<file path="src/rtl/cross_mul_sched_if.sv">
// cross_mul_sched_if: request/operand/result bundle between two requesters and the shared cross-product unit
interface cross_mul_sched_if;
  logic req0, req1;
  logic [10:0] ax0, ay0, bx0, by0;
  logic [10:0] ax1, ay1, bx1, by1;
  logic gnt0, gnt1, done0, done1;
  logic [22:0] result;
  logic neg, busy;
  modport master (
    output req0, req1, ax0, ay0, bx0, by0, ax1, ay1, bx1, by1,
    input  gnt0, gnt1, done0, done1, result, neg, busy
  );
  modport slave (
    input  req0, req1, ax0, ay0, bx0, by0, ax1, ay1, bx1, by1,
    output gnt0, gnt1, done0, done1, result, neg, busy
  );
endinterface

</file>
<file path="src/rtl/cross_mul_sched.sv">
// cross_mul_sched: round-robin shared serial multiplier computing ax*by - ay*bx for two requesters
module cross_mul_sched (
  input logic clk,
  input logic reset,
  cross_mul_sched_if.slave bus
);
  typedef enum logic [1:0] {IDLE, MUL1, MUL2, SUB} state_t;
  state_t state_q, state_d;
  logic prio_q, prio_d, owner_q, owner_d;
  logic [10:0] ax_q, ax_d, ay_q, ay_d, bx_q, bx_d, by_q, by_d;
  logic [3:0] cnt_q, cnt_d;
  logic [20:0] acc_q, acc_d, p1_q, p1_d;
  logic gnt0_q, gnt0_d, gnt1_q, gnt1_d, done0_q, done0_d, done1_q, done1_d;
  logic [22:0] result_q, result_d;
  logic neg_q, neg_d;
  function automatic logic [10:0] mag(input logic [10:0] v);
    return v[10] ? 11'(-v) : v;
  endfunction
  function automatic logic sgn(input logic [10:0] a, input logic [10:0] b);
    return (a[10] ^ b[10]) && (a != '0) && (b != '0);
  endfunction
  logic win;
  logic [10:0] mcand, mplier, mshift;
  logic [20:0] acc_nx;
  logic [22:0] p1w, p2w, sp1, sp2, res_nx;
  always_comb begin
    win = (bus.req0 && bus.req1) ? prio_q : bus.req1;
    mcand = (state_q == MUL1) ? mag(ax_q) : mag(ay_q);
    mplier = (state_q == MUL1) ? mag(by_q) : mag(bx_q);
    mshift = mplier >> cnt_q;
    acc_nx = acc_q + (mshift[0] ? (21'(mcand) << cnt_q) : 21'd0);
    p1w = {2'b00, p1_q};
    p2w = {2'b00, acc_q};
    sp1 = sgn(ax_q, by_q) ? 23'd0 - p1w : p1w;
    sp2 = sgn(ay_q, bx_q) ? 23'd0 - p2w : p2w;
    res_nx = sp1 - sp2;
  end
  always_comb begin
    state_d = state_q;
    prio_d = prio_q;
    owner_d = owner_q;
    ax_d = ax_q;
    ay_d = ay_q;
    bx_d = bx_q;
    by_d = by_q;
    cnt_d = cnt_q;
    acc_d = acc_q;
    p1_d = p1_q;
    gnt0_d = 1'b0;
    gnt1_d = 1'b0;
    done0_d = 1'b0;
    done1_d = 1'b0;
    result_d = result_q;
    neg_d = neg_q;
    case (state_q)
      IDLE: if (bus.req0 || bus.req1) begin
        owner_d = win;
        prio_d = ~win;
        gnt0_d = ~win;
        gnt1_d = win;
        ax_d = win ? bus.ax1 : bus.ax0;
        ay_d = win ? bus.ay1 : bus.ay0;
        bx_d = win ? bus.bx1 : bus.bx0;
        by_d = win ? bus.by1 : bus.by0;
        cnt_d = 4'd0;
        acc_d = 21'd0;
        state_d = MUL1;
      end
      MUL1: begin
        cnt_d = (cnt_q == 4'd10) ? 4'd0 : cnt_q + 4'd1;
        acc_d = (cnt_q == 4'd10) ? 21'd0 : acc_nx;
        p1_d = (cnt_q == 4'd10) ? acc_nx : p1_q;
        state_d = (cnt_q == 4'd10) ? MUL2 : MUL1;
      end
      MUL2: begin
        cnt_d = (cnt_q == 4'd10) ? 4'd0 : cnt_q + 4'd1;
        acc_d = acc_nx;
        state_d = (cnt_q == 4'd10) ? SUB : MUL2;
      end
      SUB: begin
        result_d = res_nx;
        neg_d = res_nx[22];
        done0_d = ~owner_q;
        done1_d = owner_q;
        state_d = IDLE;
      end
      default: state_d = IDLE;
    endcase
  end
  always_ff @(posedge clk or posedge reset) begin
    if (reset) begin
      state_q <= IDLE;
      prio_q <= 1'b0;
      owner_q <= 1'b0;
      ax_q <= '0;
      ay_q <= '0;
      bx_q <= '0;
      by_q <= '0;
      cnt_q <= '0;
      acc_q <= '0;
      p1_q <= '0;
      gnt0_q <= 1'b0;
      gnt1_q <= 1'b0;
      done0_q <= 1'b0;
      done1_q <= 1'b0;
      result_q <= '0;
      neg_q <= 1'b0;
    end else begin
      state_q <= state_d;
      prio_q <= prio_d;
      owner_q <= owner_d;
      ax_q <= ax_d;
      ay_q <= ay_d;
      bx_q <= bx_d;
      by_q <= by_d;
      cnt_q <= cnt_d;
      acc_q <= acc_d;
      p1_q <= p1_d;
      gnt0_q <= gnt0_d;
      gnt1_q <= gnt1_d;
      done0_q <= done0_d;
      done1_q <= done1_d;
      result_q <= result_d;
      neg_q <= neg_d;
    end
  end
  assign bus.gnt0 = gnt0_q;
  assign bus.gnt1 = gnt1_q;
  assign bus.done0 = done0_q;
  assign bus.done1 = done1_q;
  assign bus.result = result_q;
  assign bus.neg = neg_q;
  assign bus.busy = (state_q != IDLE);
endmodule

</file>
<file path="src/flat_wrapper.sv">
// flat-port wrapper written by rule: the top's interface ports become plain ports
module cross_mul_sched_flat 
  (clk, reset, bus_req0, bus_req1, bus_ax0, bus_ay0, bus_bx0, bus_by0, bus_ax1, bus_ay1, bus_bx1, bus_by1, bus_gnt0, bus_gnt1, bus_done0, bus_done1, bus_result, bus_neg, bus_busy);
  cross_mul_sched_if bus_i ();
  input logic clk;
  input logic reset;
  input wire logic [$bits(bus_i.req0)-1:0] bus_req0;
  input wire logic [$bits(bus_i.req1)-1:0] bus_req1;
  input wire logic [$bits(bus_i.ax0)-1:0] bus_ax0;
  input wire logic [$bits(bus_i.ay0)-1:0] bus_ay0;
  input wire logic [$bits(bus_i.bx0)-1:0] bus_bx0;
  input wire logic [$bits(bus_i.by0)-1:0] bus_by0;
  input wire logic [$bits(bus_i.ax1)-1:0] bus_ax1;
  input wire logic [$bits(bus_i.ay1)-1:0] bus_ay1;
  input wire logic [$bits(bus_i.bx1)-1:0] bus_bx1;
  input wire logic [$bits(bus_i.by1)-1:0] bus_by1;
  output wire logic [$bits(bus_i.gnt0)-1:0] bus_gnt0;
  output wire logic [$bits(bus_i.gnt1)-1:0] bus_gnt1;
  output wire logic [$bits(bus_i.done0)-1:0] bus_done0;
  output wire logic [$bits(bus_i.done1)-1:0] bus_done1;
  output wire logic [$bits(bus_i.result)-1:0] bus_result;
  output wire logic [$bits(bus_i.neg)-1:0] bus_neg;
  output wire logic [$bits(bus_i.busy)-1:0] bus_busy;
  assign bus_i.req0 = bus_req0;
  assign bus_i.req1 = bus_req1;
  assign bus_i.ax0 = bus_ax0;
  assign bus_i.ay0 = bus_ay0;
  assign bus_i.bx0 = bus_bx0;
  assign bus_i.by0 = bus_by0;
  assign bus_i.ax1 = bus_ax1;
  assign bus_i.ay1 = bus_ay1;
  assign bus_i.bx1 = bus_bx1;
  assign bus_i.by1 = bus_by1;
  assign bus_gnt0 = bus_i.gnt0;
  assign bus_gnt1 = bus_i.gnt1;
  assign bus_done0 = bus_i.done0;
  assign bus_done1 = bus_i.done1;
  assign bus_result = bus_i.result;
  assign bus_neg = bus_i.neg;
  assign bus_busy = bus_i.busy;
  cross_mul_sched u_core (.clk(clk), .reset(reset), .bus(bus_i));
endmodule
</file>
<file path="config.mk">
export PLATFORM = sky130hd
export DESIGN_NAME = cross_mul_sched_flat
export DESIGN_NICKNAME = d
export VERILOG_FILES = /design/src/rtl/cross_mul_sched_if.sv /design/src/rtl/cross_mul_sched.sv /design/src/flat_wrapper.sv
export SDC_FILE = /design/constraint.sdc
export NUM_CORES = 1
export LEC_CHECK = 0
export ABC_AREA = 1
export CAP_MARGIN = 40
export CORE_UTILIZATION = 55
export CTS_BUF_LIST = sky130_fd_sc_hd__clkbuf_4 sky130_fd_sc_hd__clkbuf_8
export DETAILED_ROUTE_END_ITERATION = 10
export PLACE_DENSITY = 0.79
export RECOVER_POWER = 25
export SLEW_MARGIN = 20
export SYNTH_ARGS = -nofsm -noshare
export SYNTH_HDL_FRONTEND = slang
export SYNTH_SLANG_ARGS = --single-unit
</file>
<file path="constraint.sdc">
create_clock -name clk -period 6.15 [get_ports clk]
set_clock_uncertainty 0.05 [all_clocks]
set_input_delay 1.23 -clock clk [delete_from_list [all_inputs] [get_ports clk]]
set_output_delay 1.23 -clock clk [all_outputs]
set_load 0.01 [all_outputs]
</file>
# Yosys cells after proc, flatten, opt, wreduce, memory -nomap -nowiden
# Index checks and enable logic that the tools add are counted.
classes:
  muxes: 30
  n_addsub: 9
  reduce_logical: 19
  n_eq_ne: 5
  n_bitwise: 4
  n_shift: 2
op_table:
  columns: ["op", "n"]
  rows:
  - ["2-to-1 mux 11 bit", 10]
  - ["2-to-1 mux 21 bit", 3]
  - ["one-hot mux 21 bit (3 select lines)", 1]
  - ["2-to-1 mux 23 bit", 2]
  - ["negator 11 bit", 4]
  - ["nonzero test 11 bit", 4]
  - ["subtractor 1 x 21 -> 22 bit (first input constant)", 2]
  - ["subtractor 23 bit", 1]
  - ["adder 21 bit", 1]
  - ["left shift 11 x 4 -> 21 bit", 1]
  - [">> shifter 11 x 4 -> 1 bit", 1]
  - ["2-to-1 mux 1 bit", 8]
  - ["2-to-1 mux 4 bit", 2]
  - ["one-hot mux 2 bit (4 select lines)", 1]
  - ["one-hot mux 4 bit (2 select lines)", 1]
  - ["AND reduction 2 bit", 4]
  - ["logical AND 1 bit", 5]
  - ["adder 4 x 1 -> 4 bit (second input constant)", 1]
  - ["equality test 2 bit (second input constant)", 2]
  - ["equality test 4 bit (second input constant)", 1]
  - ["2-to-1 mux 2 bit", 2]
  - ["nonzero test 2 bit", 2]
  - ["nonzero test 3 bit", 1]
  - ["equality test 2 x 1 -> 1 bit (second input constant)", 1]
  - ["6 further kinds", 8]
word_totals:
  reg_bits: 122
  wordCells: 85
  output_inout_bits: 29
  inputBits: 92

# Longest topological paths before layout
depth:
  depth_word: 8
  ltp_mapped: 30
  ltp_nobuf: 29

# Least setup slack after synthesis
# OpenSTA, ideal clock, no wires.
synth_timing:
  kind: "register -> register"
  from: "register with a tool-made name"
  to: "register u_core.p1_q[11]"
  arrival_ns: 3.245
  setup_time_ns: 0.132
  path_slack_ns: 2.723
  stages_incl_launch_ff: 23
  n_path_buf: 3
  period_less_slack_ns: 3.427
  t_required_ns: 5.968
  cell_sequence: "dfrtp_1 > inv_1 > ha_1 > buf_2 > buf_2 > o21ai_0 > o211ai_1 > nand2_1 > a21oi_2 > nand2_1 > buf_6 > nor3b_2 > ha_1 > nand2_1 > nand2_1 > o21ai_1 > inv_1 > a21oi_1 > o21a_1 > o21ai_0 > or2_1 > nand3_1 > o21ai_0"
synth_rtl:
  columns: ["item", "line_no", "text"]
  rows:
  - ["end signal, assigned", "cross_mul_sched.sv:118", "p1_q <= p1_d;"]
  - ["end, declared", "cross_mul_sched.sv:12", "logic [20:0] acc_q, acc_d, p1_q, p1_d;"]

==> results.sh <==
export IMPL_port_buffer_count=120
export IMPL_grt_overflow=0
export IMPL_cts_root_buffer="clkbuf_8"
export IMPL_drtPass1Iterations=5
export IMPL_drt_iter0_markers=640
export IMPL_fill_cells=1565
export IMPL_critical_path_buf_inv_count=3
export IMPL_multi_input_area_um2=6011
export IMPL_avgSynthCellArea_um2=6.739
export IMPL_synth_seq_cells=121
export IMPL_synth_cell_type_count=47
export IMPL_synthTopCellsByArea="dfrtp_1, nand2_1, nand3_1, o21ai_0, ha_1"
export IMPL_worstPathRequired_ns=6.43
export IMPL_start_util=0.5653
export IMPL_synth_edf_count=0
export IMPL_cts_htree_levels=4
export IMPL_final_cell_mix="nand2_1, nor2_1, inv_1"
export IMPL_postCtsResizedCells=0
export IMPL_seq_area_frac_synth=0.3075
export IMPL_nets=1707
export IMPL_dp_hpwl_um=22120
export IMPL_setup_violations_final=0
export IMPL_routedWlPerCell_um=15.73
export IMPL_cp_max_fo=18
export IMPL_fp_row_count=48
export IMPL_path_clk_slew_ns=0.07
export IMPL_ant_nets=0
export IMPL_clock_fmax_ghz=0.2190
export IMPL_worstPathArrival_ns=4.84
export IMPL_ios=121
export IMPL_rsz0062_at_grt="no"
export IMPL_worst_pin_slew_ns=0.7603
export IMPL_dieArea_um2=18440
export IMPL_cts_tree="built"
export IMPL_cp_end_kind="flop"
export IMPL_routed_wl_um=28210
export IMPL_grt_use_total=0.3161
export IMPL_yosysTopAreaCellShare=0.3075
export IMPL_dp_cells=1763
export IMPL_drc=0
export IMPL_hold_class="flop to flop"
export IMPL_syn_to_final_growth_pct=18.06
export IMPL_core_um2=17420
export IMPL_die_x_um=135.8
export IMPL_crit_family="simple AND/OR/NAND/NOR gates"
export IMPL_finalCriticalPeriod_ns=4.565
export IMPL_layout_commonest_cell="nand2_1"
export IMPL_antenna_cells=0
export IMPL_cts_made_buffers=17
export IMPL_grt_pass1_wl_um=45770
export IMPL_slew_headroom=0.4931
export IMPL_crit_path_start_kind="flop"
export IMPL_finalMaxSlewViolations=0
export IMPL_drive_gt1_frac=0.04337
export IMPL_slowest_stage="fa_1"
export IMPL_grt_pass1_vias=9482
export IMPL_ys_dominant_reg_cell="dfrtp_1"
export IMPL_fin_crit_sh=0.7423
export IMPL_synth_largest_area_cell="dfrtp_1"
export IMPL_die_h_um=135.8
export IMPL_vias_per_cell=5.634
export IMPL_synth_area_um2=9846
export IMPL_crit_top_cell="nand2_1"
export IMPL_yosysWarnings=0
export IMPL_antenna_found_initial=0
export IMPL_async_flop_share=1.000
export IMPL_worst_skew_pair_late_latency_ns=0.46
export IMPL_cts_sinks=121
export IMPL_gp_congestion=0.9849
export IMPL_post_cts_buffers=0
export IMPL_setup_tns_ns=0
export IMPL_vias=10101
export IMPL_crit_type="flop to flop"
export IMPL_grt_max_degree=91
export IMPL_run_status="completed"
export IMPL_cts_hold_buf=0
export IMPL_slowest_delay_ns=0.47
export IMPL_instances_no_fill=1793
export IMPL_cts_path_max_buffers=2
export IMPL_syn_nets=1610
export IMPL_reg2reg_slack_ns=1.58
export IMPL_maxCapViolations=0
export IMPL_hold_viol=0
export IMPL_seq_area_um2=3028
export IMPL_synth_cells=1461
export IMPL_crit_chain="inv_1 -> ha_1 -> clkinv_1 -> a21oi_1 -> o21ai_0 -> o21ai_0 -> o211ai_1 -> nand2_1 -> a21oi_2 -> nand2_1 -> nor3b_2 -> ha_1 -> fa_1 -> nand2_1 -> inv_1 -> nand2_1 -> nand2_1 -> nand2_1 -> nand2_1 -> nand3_1 -> nand2_1 -> or2_2 -> nand3_1 -> o21ai_0"
[layer usage]
metal  part of all wire  wire, µm  global-route usage  vias to the layer above
met3              0.054      1526             0.05686                       76
met5                  0         0                   0                        -
met2               0.49     13750              0.5451                      362
li1                   -         -                   -                     5078
met1               0.42     11940              0.3864                     4585
met4              0.035       988              0.1305                        0
[cells in the mapped netlist, drive strengths merged (2+ instances only)]
| cell | n |
|---|---|
| a21o | 4 |
| and2 | 3 |
| o21ai | 161 |
| nor3 | 24 |
| nor2 | 166 |
| a31o | 2 |
| o21a | 2 |
| or2 | 7 |
| ha | 55 |
| nand2 | 324 |
| fa | 2 |
| o21bai | 2 |
| nand3 | 150 |
| nand4 | 13 |
| a21oi | 73 |
| o22ai | 50 |
| xnor2 | 18 |
| xor2 | 43 |
| nand3b | 5 |
| clkbuf | 37 |
| inv | 156 |
| a211oi | 2 |
| buf | 13 |
| nor3b | 2 |
| clkinv | 3 |
| o211ai | 6 |
| a31oi | 8 |
| o31ai | 3 |
| dfrtp | 121 |
[registers in the layout, summed over array words and instances, names as in the netlist, 4 cells and up, named ones only]
signal and cells:
u_core.by_q 11, u_core.acc_q 21, u_core.bus.result 22, u_core.bx_q 11, u_core.ax_q 11, u_core.p1_q 21, u_core.cnt_q 4, u_core.ay_q 11
[layout make-up]
cell class / instances / area share
Clock buffer: 21 / 0.02433
Inverter: 159 / 0.05145
Multi-Input combinational cell: 1131 / 0.5171
Sequential cell: 121 / 0.2605
Clock inverter: 8 / 0.01249
Timing Repair Buffer: 128 / 0.1099
Tap cell: 225 / 0.02422
[worst reg2reg max path, stage by stage, from the launching register on]
cell and delay (ns):
dfrtp_1 0.45, inv_1 0.12, ha_1 0.17, clkinv_1 0.43
a21oi_1 0.26, o21ai_0 0.10, o21ai_0 0.10, o211ai_1 0.10
nand2_1 0.17, a21oi_2 0.08, nand2_1 0.34, nor3b_2 0.13
ha_1 0.25, fa_1 0.47, nand2_1 0.09, inv_1 0.05
nand2_1 0.05, nand2_1 0.12, nand2_1 0.09, nand2_1 0.10
nand3_1 0.11, nand2_1 0.12, or2_2 0.31, nand3_1 0.10
o21ai_0 0.10
[final timing paths]
kind / from / end / cells past startpoint
setup / recovery: flop / u_core.p1_q[14]$_DFFE_PP0P_ / 24
hold / removal: u_core.bus.result[17]$_DFFE_PP0N_ / u_core.bus.result[17]$_DFFE_PP0N_ / 2
setup reg to reg: flop / u_core.p1_q[14]$_DFFE_PP0P_ / 24
hold reg to reg: u_core.bus.result[17]$_DFFE_PP0N_ / u_core.bus.result[17]$_DFFE_PP0N_ / 2
max in group asynchronous: reset / u_core.p1_q[17]$_DFFE_PP0P_ / 3
min in group asynchronous: reset / u_core.bus.result[4]$_DFFE_PP0N_ / 2
[kinds of logic (layout without fill, tap and decap cells)]
kind of cell / count (synthesis) / count (layout) / share of synthesized area
compound gates: 318 / 318 / 0.1782
xor+xnor: 61 / 61 / 0.05426
fa+ha+maj: 57 / 57 / 0.07396
buf+inv: 209 / 316 / 0.08273
flops: 121 / 121 / 0.3075
simple gates: 695 / 695 / 0.3033
[stage by stage]
stage                     worst slack [ns]  utilization  hold WS [ns]  cell area, µm²
final                                1.585       0.6674        0.4301           11620
after global routing                 1.141       0.6674        0.4563           11620
after CTS                            1.637       0.6661        0.4358           11600
after detailed placement             1.670       0.6415        0.4159           11170
after global placement               1.748       0.6415        0.4154           11170
after floorplan                      1.656            -        0.3763            9846
Power is not shown: default switching activity piles up to over one toggle a cycle in this logic, so the estimate is an artifact.
